[config.mk]
export PLATFORM = sky130hd
export DESIGN_NAME = fetch_stage
export DESIGN_NICKNAME = d
export VERILOG_FILES = /design/src/rtl/fetch_stage.sv
export SDC_FILE = /design/constraint.sdc
export NUM_CORES = 1
export LEC_CHECK = 0
export ABC_AREA = 0
export CORE_MARGIN = 1.5
export CORE_UTILIZATION = 45
export CTS_CLUSTER_DIAMETER = 60
export DETAILED_ROUTE_END_ITERATION = 12
export PLACE_DENSITY = 0.68
export SYNTH_ARGS = -nofsm -noshare
export SYNTH_HDL_FRONTEND = slang
export SYNTH_SLANG_ARGS = --single-unit
export TNS_END_PERCENT = 10
[constraint.sdc]
create_clock -name clk_i -period 5.6 [get_ports clk_i]
set_input_delay 0.56 -clock clk_i [delete_from_list [all_inputs] [get_ports clk_i]]
set_output_delay 0.56 -clock clk_i [all_outputs]
set_load 0.01 [all_outputs]
[src/rtl/fetch_stage.sv]
// Instruction fetch stage: issues single-outstanding instruction memory
// requests for pc_i, pairs each returned word with its PC and buffers the
// pairs in a circular queue for decode. Stale fetches are dropped on flush.
// Optional feature macro: FETCH_BYPASS_EN (empty-queue responses go straight
// to decode in the same cycle they return).

package mmm_pkg;
  localparam int XLEN = 32;
  localparam int ILEN = 32;
endpackage

module fetch_stage
  import mmm_pkg::*;
#(
  parameter int QUEUE_DEPTH = 4
) (
  input  logic            clk_i,
  input  logic            rst_n_i,
  input  logic            flush_i,
  input  logic [XLEN-1:0] pc_i,
  output logic            fetch_ready_o,
  output logic            imem_req_o,
  output logic [XLEN-1:0] imem_addr_o,
  input  logic            imem_gnt_i,
  input  logic            imem_rvalid_i,
  input  logic [ILEN-1:0] imem_rdata_i,
  output logic            instr_valid_o,
  output logic [ILEN-1:0] instr_o,
  output logic [XLEN-1:0] instr_pc_o,
  input  logic            dec_ready_i
);

  localparam int PTR_W = $clog2(QUEUE_DEPTH);
  localparam int CNT_W = PTR_W + 1;

  localparam logic [1:0] S_IDLE    = 2'd0;
  localparam logic [1:0] S_WAIT    = 2'd1;
  localparam logic [1:0] S_DISCARD = 2'd2;

  logic [1:0]       state, state_nxt;
  logic [XLEN-1:0]  req_pc;
  logic [PTR_W-1:0] wr_ptr, rd_ptr;
  logic [CNT_W-1:0] count;
  logic [ILEN-1:0]  q_instr [QUEUE_DEPTH];
  logic [XLEN-1:0]  q_pc    [QUEUE_DEPTH];

  logic push;    // a live response returns this cycle
  logic q_push;  // that response is written into the queue storage
  logic q_pop;   // the queue head is consumed by decode

  // Requests only from IDLE, never on flush, and only with a free slot.
  assign imem_req_o    = (state == S_IDLE) && !flush_i && (count < CNT_W'(QUEUE_DEPTH));
  assign imem_addr_o   = pc_i;
  assign fetch_ready_o = (imem_req_o & imem_gnt_i) | flush_i;
  assign push          = (state == S_WAIT) && imem_rvalid_i && !flush_i;

`ifdef FETCH_BYPASS_EN
  logic bypass;
  // An empty queue forwards the returning word directly to decode.
  assign bypass        = push && (count == '0);
  assign instr_valid_o = (count != '0) || bypass;
  assign instr_o       = bypass ? imem_rdata_i : q_instr[rd_ptr];
  assign instr_pc_o    = bypass ? req_pc       : q_pc[rd_ptr];
  assign q_pop         = (count != '0) && dec_ready_i;
  assign q_push        = push && !(bypass && dec_ready_i);
`else
  assign instr_valid_o = (count != '0);
  assign instr_o       = q_instr[rd_ptr];
  assign instr_pc_o    = q_pc[rd_ptr];
  assign q_pop         = instr_valid_o && dec_ready_i;
  assign q_push        = push;
`endif

  // Next-state logic for the single-outstanding request tracker.
  always_comb begin
    // NOTE: default assignment first so every path assigns state_nxt and no latch is inferred.
    state_nxt = state;
    case (state)
      S_IDLE:    if (imem_req_o && imem_gnt_i) state_nxt = S_WAIT;
      S_WAIT: begin
        if (imem_rvalid_i)  state_nxt = S_IDLE;
        else if (flush_i)   state_nxt = S_DISCARD;
      end
      S_DISCARD: if (imem_rvalid_i) state_nxt = S_IDLE;
      default:   state_nxt = S_IDLE;
    endcase
  end

  // State register.
  always_ff @(posedge clk_i or negedge rst_n_i) begin
    // NOTE: non-blocking assignments for all flops so every register samples pre-edge values.
    if (!rst_n_i) state <= S_IDLE;
    else          state <= state_nxt;
  end

  // Capture the PC of the request the memory just accepted.
  always_ff @(posedge clk_i or negedge rst_n_i) begin
    if (!rst_n_i)                       req_pc <= '0;
    else if (imem_req_o && imem_gnt_i) req_pc <= pc_i;
  end

  // Queue pointers and occupancy; flush wins over any same-cycle push/pop.
  always_ff @(posedge clk_i or negedge rst_n_i) begin
    if (!rst_n_i) begin
      wr_ptr <= '0;
      rd_ptr <= '0;
      count  <= '0;
    end else if (flush_i) begin
      wr_ptr <= '0;
      rd_ptr <= '0;
      count  <= '0;
    end else begin
      if (q_push) wr_ptr <= wr_ptr + 1'b1;
      if (q_pop)  rd_ptr <= rd_ptr + 1'b1;
      case ({q_push, q_pop})
        2'b10:   count <= count + 1'b1;
        2'b01:   count <= count - 1'b1;
        default: count <= count;
      endcase
    end
  end

  // Queue storage writes.
  always_ff @(posedge clk_i) begin
    // NOTE: storage is not reset; count gates every read, so stale contents are never observed.
    if (q_push) begin
      q_instr[wr_ptr] <= imem_rdata_i;
      q_pc[wr_ptr]    <= req_pc;
    end
  end

endmodule

==> metrics <==
status=finished clean; Slew headroom=31.82%; TritonCTS buffer count=30; CP Launch Type=flip-flop; GR Layer Usage met1=22.66%; CP Cell Sequence=buf_4 -> mux4_2 -> clkdlybuf4s50_1; TNS Setup=0 ns; CTS root buffer=clkbuf_16; Worst Tran Pin Value=1.023 ns; origin of the worst setup path=rd_ptr[0]; Final #Nets=719; WP data required=5.04 ns; cells on worst reg2reg path=3; Die ar.=26150 um^2; syn nets=568; Area contributors post-synth=edfxtp_1 68%, mux4_2 13%, dfrtp_1 9.1%, mux2_4 3.7%, buf_4 2.3%; CTS sink cnt=297; largest net degree at the start of global routing=66; layout cells sized above 1=22.19%; top-area cell type share of the netlist area=67.81%; met3 Use GR=2.962%; ys flop type=edfxtp_1; CP peak stage delay=1.05 ns; synthesized flop and latch total=297; Setup WS post-layout=1.843 ns; total of max-cap violations=0; Final Skew=0.01744 ns; final antenna diode count=0; Worst Path Max Fanout=46; FFs w/ async S/R, synth=13.80%; routing usage on met2=25.30%; via count=5152; class of the worst hold path=input pin to asynchronous set/reset pin; Iter 0 DRT Violations=358; vias in the first global route=5510; top cells by count, synth=256 x edfxtp_1, 64 x mux4_2, 41 x dfrtp_1; routed len/inst=20.23 um; kind of critical path=flip-flop to primary output; Placement Setup Slack=2.190 ns; number of library cell types mapped by synthesis=35; reg-to-reg critical path endpoint=q_instr[1][28]; Layout Cells excl Fill=991; Post-CTS Resized=0; synthesis warning total=0; row count=57; most common cell in the netlist=edfxtp_1; # H-tree levels=1; busiest grt layer=met2; sum of buffers and inverters on the critical path=2; overall power consumption=5838 uW; post-CTS setup buffers=0; Placer Congestion=0.7842; RSZ-0062 raised after global routing=no; critical path's slowest cell=dfrtp_4; GR Overflow Total=0; Starting Density=46.21%; Seq/Total Area, Yosys=76.87%; maximum clock frequency=0.2662 GHz; first-pass GRT wire length=31420 um; Clock Latency Late Sink=0.53 ns; worst vdd ir=204.2 uV; Vias/cell=5.199; num ports=169; Mapped Cells=493; Final Cycle Share=67.09%; Global Route Usage Sum=15.73%; Worst Path Arrival=3.20 ns; # setup viols final=0; worst r2r src=state[0]; WHS=0.1086 ns; Crit path max-delay family=flip-flops; cell count after placement=936; post-synth top area cell=edfxtp_1; ANT nets after route=0; Die W=161.7 um; Leak=0.004668 uW; minimum clock period=3.757 ns; Syn Area/Cell=22.99 um^2; CP endpoint kind=primary output; initial antenna violation count=0; Fin. Hold Viols=0; chip height=161.7 um; TritonCTS clock tree=done; DRT Pass-1 Iters=4; synthesized area=11340 um^2; Core ar.=24530 um^2; Post-route DRC=0; worst reg2reg setup slack=2.93 ns; PortBufs=168; final number of max-transition violations=0; Post-synth EDFFs=256; Post-DP HPWL=11720 um; power per cell area=416.5 nW/um^2; CTS max path bufs=3; final wirelength=20050 um; Reg clk slew, reported paths=0.06 ns; # hold bufs at CTS=0; Syn-to-layout area delta=23.64%
-- worst register-to-register path, cell delays in order (launching register included) --
cell	delay [ns]
dfrtp_1	0.42
inv_1	0.10
nor4b_1	0.76
and2_4	0.95
-- where the power goes --
| group | internal [uW] | switching (uW) |
|---|---|---|
| clock network | 1070 | 765 |
| logic | 707 | 365 |
| registers | 2680 | 254 |
| total | 4450 | 1380 |
-- how the worst max path moves through the flow --
stage / to / slack (ns) / cells after the start
3_5_place_dp: q_instr[1][22] / 2.19 / 3
5_1_grt: instr_o[13] / 1.57 / 3
2_1_floorplan: q_instr[0][0] / 2.60 / 2
6_report: instr_o[28] / 1.84 / 3
3_3_place_gp: fetch_ready_o / 2.27 / 5
4_1_cts: instr_o[28] / 1.70 / 3
-- area by class of cell --
type                    instances  area [um^2]
clock inverters                13        90.09
fillers                      1826        10520
well taps                     324        405.4
inverters                       3        11.26
multi-input cells             142         2270
flip-flops and latches        297         8721
repair buffers                170         1692
clock buffers                  42        827.0
-- cell usage in the layout, fill, tap and decap left out, drive strengths merged, types with 2 or more instances in the layout --
cell	synthesis	routed
a21oi	2	2
and2	4	4
buf	49	3
clkbuf	2	42
clkdlybuf4s50	0	167
clkinv	0	10
dfrtp	41	41
edfxtp	256	256
ha	4	4
inv	3	4
mux2	32	32
mux4	64	64
nand2	3	3
nor2	11	11
nor3	2	2
o21ai	2	2
xnor2	3	3
xor2	2	2
-- flip-flops by register name, indices dropped and copies added, names as in the netlist --
| signal | flops |
|---|---|
| wr_ptr | 2 |
| count | 3 |
| rd_ptr | 2 |
| state | 2 |
| q_pc | 128 |
| req_pc | 32 |
| q_instr | 128 |
-- kinds of logic after synthesis --
family / synth area share (%)
adders and majority gates: 0.6181
buffers and inverters: 3.201
xor gates and xnor gates: 0.4526
muxes: 16.91
AOI/OAI and AO/OA: 0.4967
DFF: 76.87
and+or+nand+nor: 1.457
-- through the flow --
stage,utilization [%],area [um^2]
2_1_floorplan,-,11340
3_3_place_gp,53.39,13100
3_5_place_dp,53.39,13100
4_1_cts,57.13,14020
5_1_grt,57.13,14020
6_report,57.13,14020
-- routing by layer --
layer	part of all wire [%]	vias to the layer above
met5	0	-
li1	-	2288
met3	7.2	28
met2	48	210
met4	1.6	0
met1	43	2626
Power figures use the tool's default switching activity.
